===== src/rtl/rssi_detect_fsm_if.sv =====
// rssi_detect_fsm_if
//   Bundles the comparator sample stream and the carrier-detect status
//   outputs of rssi_detect_fsm into one port.
//   Stream side (driven by master): enable, cmp_valid, cmp_res[2:0]
//   Status side (driven by slave):  detect, rise_pulse, fall_pulse,
//                                   state[1:0], err
//   master modport: the sample producer / control logic (testbench).
//   slave modport:  the detector itself.
interface rssi_detect_fsm_if;
  logic       enable;
  logic       cmp_valid;
  logic [2:0] cmp_res;
  logic       detect;
  logic       rise_pulse;
  logic       fall_pulse;
  logic [1:0] state;
  logic       err;

  modport master (
    output enable, cmp_valid, cmp_res,
    input  detect, rise_pulse, fall_pulse, state, err
  );

  modport slave (
    input  enable, cmp_valid, cmp_res,
    output detect, rise_pulse, fall_pulse, state, err
  );
endinterface


===== src/rtl/rssi_detect_fsm.sv =====
// rssi_detect_fsm
//   Debounces the per-sample threshold/RSSI comparison stream into a
//   stable carrier-detect flag. Separate acquire (ON_COUNT) and release
//   (OFF_COUNT) run lengths give hysteresis; rise/fall pulses mark the
//   first cycle of each new detect value.
//   Ports:
//     clk  - single clock, rising edge
//     rst  - synchronous active-high reset
//     bus  - rssi_detect_fsm_if.slave: enable, cmp_valid, cmp_res in;
//            detect, rise_pulse, fall_pulse, state, err out
//   Build option:
//     RSSI_DET_ONEHOT_CHECK_EN - when defined, a valid non-one-hot
//     cmp_res sets the sticky err flag and parks the FSM in FAULT.
//     When undefined, illegal codes hold the count and err is tied 0.
module rssi_detect_fsm #(
  parameter int CNT_W     = 4,
  parameter int ON_COUNT  = 4,
  parameter int OFF_COUNT = 8
) (
  input  logic              clk,
  input  logic              rst,
  rssi_detect_fsm_if.slave  bus
);

  typedef enum logic [1:0] {
    IDLE    = 2'd0,
    ACQUIRE = 2'd1,
    LOCKED  = 2'd2,
    FAULT   = 2'd3
  } state_t;

  state_t           state_q;
  logic [CNT_W-1:0] cnt_q;
  logic             detect_q;
  logic             rise_q;
  logic             fall_q;
  logic             err_q;

  logic             above;
  logic             below;
  logic [CNT_W-1:0] cnt_inc;

  // Sample classification; "equal" needs no decode since it simply holds.
  assign above   = bus.cmp_valid && (bus.cmp_res == 3'b001);
  assign below   = bus.cmp_valid && (bus.cmp_res == 3'b100);
  assign cnt_inc = cnt_q + 1'b1;

`ifdef RSSI_DET_ONEHOT_CHECK_EN
  logic illegal;
  assign illegal = bus.cmp_valid &&
                   (bus.cmp_res != 3'b001) &&
                   (bus.cmp_res != 3'b010) &&
                   (bus.cmp_res != 3'b100);
`endif

  // Whole detector: state, run counter and all registered outputs.
  // Priority is rst, then enable=0, then illegal sample, then counting.
  always_ff @(posedge clk) begin
    if (rst) begin
      state_q  <= IDLE;
      cnt_q    <= '0;
      detect_q <= 1'b0;
      rise_q   <= 1'b0;
      fall_q   <= 1'b0;
      err_q    <= 1'b0;
    end else begin
      rise_q <= 1'b0;
      fall_q <= 1'b0;
      if (!bus.enable) begin
        // Dropping enable releases a held carrier, so flag the edge.
        state_q  <= IDLE;
        cnt_q    <= '0;
        detect_q <= 1'b0;
        fall_q   <= detect_q;
      end else begin
        unique case (state_q)
          IDLE: begin
            // The sample coinciding with the enable rise is discarded.
            state_q <= ACQUIRE;
            cnt_q   <= '0;
          end
          ACQUIRE: begin
`ifdef RSSI_DET_ONEHOT_CHECK_EN
            if (illegal) begin
              state_q <= FAULT;
              err_q   <= 1'b1;
            end else
`endif
            if (above) begin
              if (cnt_inc == CNT_W'(ON_COUNT)) begin
                state_q  <= LOCKED;
                cnt_q    <= '0;
                detect_q <= 1'b1;
                rise_q   <= 1'b1;
              end else begin
                cnt_q <= cnt_inc;
              end
            end else if (below) begin
              cnt_q <= '0;
            end
          end
          LOCKED: begin
`ifdef RSSI_DET_ONEHOT_CHECK_EN
            if (illegal) begin
              state_q  <= FAULT;
              err_q    <= 1'b1;
              detect_q <= 1'b0;
              fall_q   <= 1'b1;
            end else
`endif
            if (below) begin
              if (cnt_inc == CNT_W'(OFF_COUNT)) begin
                state_q  <= ACQUIRE;
                cnt_q    <= '0;
                detect_q <= 1'b0;
                fall_q   <= 1'b1;
              end else begin
                cnt_q <= cnt_inc;
              end
            end else if (above) begin
              cnt_q <= '0;
            end
          end
          FAULT: begin
            // Frozen until enable drops or reset.
            state_q <= FAULT;
          end
          default: state_q <= IDLE;
        endcase
      end
    end
  end

  assign bus.state      = state_q;
  assign bus.detect     = detect_q;
  assign bus.rise_pulse = rise_q;
  assign bus.fall_pulse = fall_q;
`ifdef RSSI_DET_ONEHOT_CHECK_EN
  assign bus.err        = err_q;
`else
  assign bus.err        = 1'b0;
`endif

endmodule


===== src/flat_wrapper.sv =====
// flat-port wrapper written by rule: the top's interface ports become plain ports
module rssi_detect_fsm_flat 
#(
  parameter int CNT_W     = 4,
  parameter int ON_COUNT  = 4,
  parameter int OFF_COUNT = 8
)
  (clk, rst, bus_enable, bus_cmp_valid, bus_cmp_res, bus_detect, bus_rise_pulse, bus_fall_pulse, bus_state, bus_err);
  rssi_detect_fsm_if bus_i ();
  input  logic clk;
  input  logic rst;
  input wire logic [$bits(bus_i.enable)-1:0] bus_enable;
  input wire logic [$bits(bus_i.cmp_valid)-1:0] bus_cmp_valid;
  input wire logic [$bits(bus_i.cmp_res)-1:0] bus_cmp_res;
  output wire logic [$bits(bus_i.detect)-1:0] bus_detect;
  output wire logic [$bits(bus_i.rise_pulse)-1:0] bus_rise_pulse;
  output wire logic [$bits(bus_i.fall_pulse)-1:0] bus_fall_pulse;
  output wire logic [$bits(bus_i.state)-1:0] bus_state;
  output wire logic [$bits(bus_i.err)-1:0] bus_err;
  assign bus_i.enable = bus_enable;
  assign bus_i.cmp_valid = bus_cmp_valid;
  assign bus_i.cmp_res = bus_cmp_res;
  assign bus_detect = bus_i.detect;
  assign bus_rise_pulse = bus_i.rise_pulse;
  assign bus_fall_pulse = bus_i.fall_pulse;
  assign bus_state = bus_i.state;
  assign bus_err = bus_i.err;
  rssi_detect_fsm #(.CNT_W(CNT_W), .ON_COUNT(ON_COUNT), .OFF_COUNT(OFF_COUNT)) u_core (.clk(clk), .rst(rst), .bus(bus_i));
endmodule

===== config.mk =====
export PLATFORM = sky130hd
export DESIGN_NAME = rssi_detect_fsm_flat
export DESIGN_NICKNAME = d
export VERILOG_FILES = /design/src/rtl/rssi_detect_fsm_if.sv /design/src/rtl/rssi_detect_fsm.sv /design/src/flat_wrapper.sv
export SDC_FILE = /design/constraint.sdc
export NUM_CORES = 1
export LEC_CHECK = 0
export ABC_AREA = 1
export CAP_MARGIN = 20
export CORE_AREA = 3 3 47 49
export DETAILED_ROUTE_END_ITERATION = 7
export DIE_AREA = 0 0 50 52
export PLACE_DENSITY_LB_ADDON = 0.15
export RECOVER_POWER = 100
export SYNTH_ARGS = -nofsm -noshare
export SYNTH_HDL_FRONTEND = slang
export SYNTH_SLANG_ARGS = --single-unit

===== constraint.sdc =====
create_clock -name clk -period 1.28 [get_ports clk]
set_input_delay 0.192 -clock clk [delete_from_list [all_inputs] [get_ports clk]]
set_output_delay 0.192 -clock clk [all_outputs]
set_load 0.005 [all_outputs]

==> flow_metrics.py <==
metrics = {
    "outcome": {
        "status": "finished with violations",
        "violations": "negative setup slack",
    },
    "placed_design": {
        "dp_hpwl_mm": 1.31,
        "port-buffer-count": 11,
        "place.gp.congestion": 0.841,
    },
    "pwr": {
        "leakage_nw": 0.521,
        "finalPower_uw": 734,
        "irDropWorstVdd_v": 0.000471,
        "cellPowerDensity_nw_per_um2": 648,
    },
    "yosys": {
        "synth_cells": 99,
        "synth_top_cell_area_share_pct": 28.1,
        "synth_seq_cells": 9,
        "avgSynthCellArea_sq_um": 6.48,
        "yosysWarnings": 0,
        "synth_nets": 111,
        "synth_cell_type_count": 19,
        "yosysMostFrequentCell": "nand2_1",
        "post-synth-top-area-cell": "dfxtp_1",
        "seq_area_frac_synth_pct": 28.1,
        "syn_area_sq_um": 642,
        "synth_commonest_cells": "21 x nand2_1, 18 x inv_1, 11 x nor2_1",
        "async_flop_share_pct": 0,
        "yosys-top-cells-area": "dfxtp_1 28%, nand2_1 12%, inv_1 11%",
        "synth_ff_type": "dfxtp_1",
        "synth-edff-count": 0,
    },
    "layout": {
        "antenna_cells": 0,
        "fin_util_pct": 59.6,
        "fin_nets": 145,
        "area_growth_pct": 76.6,
        "drive_above_1_share_pct": 45.5,
    },
    "clock_network": {
        "htree_num_levels": 1,
        "clk_latency_ns": 0.27,
        "cts.sinks": 9,
        "cts_tree": "done",
        "cts_hold_buf": 0,
        "path_clk_slew_ns": 0.07,
        "cts_buffers": 3,
        "clk_path_buf_depth": 2,
        "cts-root-buf": "clkbuf_4",
    },
    "setup_path": {
        "reg2reg_depth": 8,
        "end_kind": "register",
        "critical-path-max-stage-delay_ns": 0.37,
        "critPathArrivalTime_ns": 1.51,
        "crit_fanout": 4,
        "cp-start-kind": "register",
        "crit_type": "reg -> reg",
        "cp.required_ns": 1.45,
        "critPathMostFrequentCell": "nand4_1",
        "slowest_stage": "dfxtp_2",
        "cp_cell_sequence": "buf_6, nand4_1, nand2_2, nand3_2, nand2_4, nand4_1, nand2_1, nor2_1",
    },
    "routing": {
        "drt-wirelength-per-cell_um": 12.1,
        "drt_first_pass_iters": 5,
        "viasPerCell": 4.68,
        "final_antenna_net_count": 0,
        "initialDrtViolationCount": 19,
        "finalWirelength_mm": 1.93,
        "vias": 744,
        "drc": 0,
    },
    "sta": {
        "clock.fmax_mhz": 747,
        "totalNegativeSetupSlack_ns": -0.179,
        "rsz0062_at_grt": "true",
        "hold_viol_final": 0,
        "report.final.slew_viol_count": 0,
        "fin_crit_sh_pct": 105,
        "clock_skew_ns": 0.000711,
        "fin_crit_ns": 1.34,
        "setup_viol": 5,
        "layout_setup_ws_ns": -0.0585,
        "hold_slack_ns": 0.452,
    },
    "global_routing": {
        "grt_pass1_wl_mm": 3.04,
        "antenna_found_initial": 0,
        "grt_overflow": 0,
        "grt_max_degree": 7,
        "grt_pass1_vias": 689,
        "track_usage_pct": 15.7,
    },
    "floorplanning": {
        "initial_core_util_pct": 33.8,
        "die-area_sq_um": 2600,
        "std_cell_rows": 16,
        "die_w_um": 50,
        "die_h_um": 52,
        "pin_count": 13,
        "coreArea_sq_um": 1900,
    },
    "run": {
        "drv_cap": 0,
    },
    "worst_hold_path": {
        "hold_path_class": "in -> reg",
        "hold-path-cell-count": 5,
    },
}
## where the power goes
group | leakage (nW) | switching, mW | internal, mW | total [mW]
clock | 0.0150 | 0.120 | 0.121 | 0.241
combinational | 0.430 | 0.0990 | 0.101 | 0.200
sequential | 0.0758 | 0.00836 | 0.285 | 0.294
## cells in the final DEF (no fill, tap or decap), drive strengths merged, types with 2 or more instances in the layout
cell type / n
nand2: 24
buf: 18
inv: 18
nor2: 14
nand3: 10
dfxtp: 9
a21oi: 8
clkbuf: 5
ha: 5
o21ai: 4
clkdlybuf4s50: 3
dlymetal6s2s: 3
dlygate4sd2: 3
nand4: 2
clkdlybuf4s25: 2
## worst max-delay path: cells and delay by family (launching register included)
| family | cells | cell delay, ns |
|---|---|---|
| buffers and inverters | 1 | 0.11 |
| DFF | 1 | 0.37 |
| and+or+nand+nor | 7 | 0.76 |
## per-layer routing
metal  track usage, %  wire [um]  up-vias
met5                0          0        -
met1             17.5        860      344
met4             6.45         36        0
met3             5.44         64        6
li1                 -          -      378
met2             27.0        965       16
## registers in the layout, indices dropped and copies added (netlist names)
signal / count
u_core.bus.rise_pulse: 1
u_core.bus.fall_pulse: 1
u_core.bus.state: 2
u_core.cnt_q: 4
u_core.bus.detect: 1
## logic make-up after synthesis
kind of cell | share of synthesized area, %
and+or+nand+nor | 38.6
buffers and inverters | 11.7
AOI/OAI and AO/OA | 11.3
DFF | 28.1
adders and majority gates | 9.75
other | 0.584
## area by class of cell
class | instances | area (sq um)
Fill cell | 171 | 768
Clock buffer | 4 | 26.3
Inverter | 18 | 72.6
Multi-Input combinational cell | 71 | 546
Sequential cell | 9 | 191
Tap cell | 27 | 33.8
Timing Repair Buffer | 30 | 264
## per-stage QoR
step           cells  setup slack [ns]  cell area (sq um)
2_1_floorplan     99            0.0173                644
3_3_place_gp     151            -0.278                893
3_5_place_dp     151            -0.293                893
4_1_cts          158           -0.0183               1060
5_1_grt          159            -0.111               1130
6_report         159           -0.0585               1130
## path summary, 6_finish.rpt
check	start	endpoint	slack, ns
min	bus_cmp_valid	u_core.bus.rise_pulse	0.45
min reg2reg	u_core.cnt_q[3]	u_core.cnt_q[3]	0.50
max	u_core.cnt_q[0]	u_core.bus.detect	-0.06
max reg2reg	u_core.cnt_q[0]	u_core.bus.detect	-0.06
## what timing repair did
item,4_1_cts,5_1_grt
endpoints found under the setup margin,11,10
resized for setup,37,19
setup buffers,3,1
pin swaps,7,5
No activity file was read; power rests on OpenSTA's default activity.
==> edit: new RTL, same flow settings <==
Add a define of `RSSI_DET_ONEHOT_CHECK_EN`.
--- a/src/rtl/rssi_detect_fsm.sv
+++ b/src/rtl/rssi_detect_fsm.sv
@@ -12,6 +12,8 @@
 //     RSSI_DET_ONEHOT_CHECK_EN - when defined, a valid non-one-hot
 //     cmp_res sets the sticky err flag and parks the FSM in FAULT.
 //     When undefined, illegal codes hold the count and err is tied 0.
+`define RSSI_DET_ONEHOT_CHECK_EN
+
 module rssi_detect_fsm #(
   parameter int CNT_W     = 4,
   parameter int ON_COUNT  = 4,
Formal check against the unedited RTL: not equivalent (Yosys sat finds a counterexample within 4 cycles, from zero or initial values and one cycle with rst high).
==> edit against the original RTL <==
The run still ends with setup timing left; setup slack better by 24 ps; power up 18%; area after synthesis up 13%; non-clock buffer count unchanged; design area up 4.0%; maximum frequency up 1.8%; sequential cell count up 1; wire length up 6.5%; final cell count up 11%; critical endpoint is now u_core.bus.state[0]; largest power group unchanged.
==> edit: results (changes against the original RTL) <==
{| class="wikitable"
! Metric !! Value
|-
| Outcome || finished with violations (unchanged)
|-
| Failing checks || setup timing (unchanged)
|-
| Proportion of total power due to net switching || 0.307 (was 0.309)
|-
| End of the worst hold path || u_core.bus.err (was u_core.bus.rise_pulse)
|-
| Slack of the critical path || -34.7 ps (was -58.5 ps)
|-
| Sum of routed wire length over all layers || 2.05 mm (was 1.93 mm)
|-
| Final Hold Vio Count || 0 (unchanged)
|-
| Tightest hold margin || 448 ps (was 452 ps)
|-
| Global-route wire length before repair || 3.66 mm (was 3.04 mm)
|-
| Global router's overall resource usage || 0.187 (was 0.157)
|-
| Number of cells on the worst hold path || 2 (was 5)
|-
| Via count of the first global-routing pass || 848 (was 689)
|-
| Number of instances resized during post-cts repair || 29 (was 37)
|-
| Initial detailed-routing violation count || 17 (was 19)
|-
| Total via count in the routed design || 851 (was 744)
|-
| Cell types with the largest area share after synthesis || dfxtp_1 28%, nand2_1 17%, inv_1 9.8% (was dfxtp_1 28%, nand2_1 12%, inv_1 11%)
|-
| Sequential cell area fraction in the yosys report || 0.276 (was 0.281)
|-
| Reg-to-reg startpoint || u_core.bus.state[1] (was u_core.cnt_q[0])
|-
| Yosys cell types || 17 (was 19)
|-
| Static leakage || 0.538 nW (was 0.521 nW)
|-
| Portion of total power attributed to combinational logic || 0.269 (was 0.272)
|-
| Maximum fanout encountered on the critical timing path || 5 (was 4)
|-
| Worst IR drop on VDD || 0.587 mV (was 0.471 mV)
|-
| Share of power burned in registers || 0.378 (was 0.400)
|-
| Clock Pin Slew Worst Setup and Hold Paths || 80 ps
|-
| Type of the tightest min-delay check || flip-flop to flip-flop (was input pin to flip-flop)
|-
| Final worst clock skew || 6.70 ps (was 0.711 ps)
|-
| Worst path arrival time || 1490 ps (was 1510 ps)
|-
| Nets || 163 (was 145)
|-
| Final setup violation count || 2 (was 5)
|-
| RD Place Congestion || 0.776 (was 0.841)
|-
| Worst setup endpoint || u_core.bus.state[0] (was u_core.bus.detect)
|-
| Synth cell count leaders || 33 x nand2_1, 19 x inv_1, 13 x nand3_1 (was 21 x nand2_1, 18 x inv_1, 11 x nor2_1)
|}
[edit: through the flow]
stage	util	instances	cell area [sq um]	total power, mW
floorplan	-	116	727	0.439
global placement	0.518	169	986	0.527
detailed placement	0.518	169	986	0.530
CTS	0.585	176	1110	0.862
global route	0.620	177	1180	0.933
finish	0.620	177	1180	0.866
[edit: cell type report]
cell class	count	area, sq um	area share
Inverter	21	86.3	0.0732
Tap cell	27	33.8	0.0287
Multi-Input combinational cell	85	558	0.473
Timing Repair Buffer	30	254	0.215
Clock buffer	4	36.3	0.0308
Sequential cell	10	210	0.178
[edit: per-layer routing]
layer  global-route usage  wire [um]
met2                0.304       1000
met4                0.106         63
met5                    0          0
met1                0.215        908
met3               0.0602         78
[edit: kinds of logic after synthesis]
| logic type | count (synthesis) | synth area share |
|---|---|---|
| and+or+nand+nor | 69 | 0.446 |
| AOI/OAI and AO/OA | 11 | 0.0829 |
| DFF | 10 | 0.276 |
| adders and majority gates | 5 | 0.0864 |
| buffers and inverters | 21 | 0.109 |
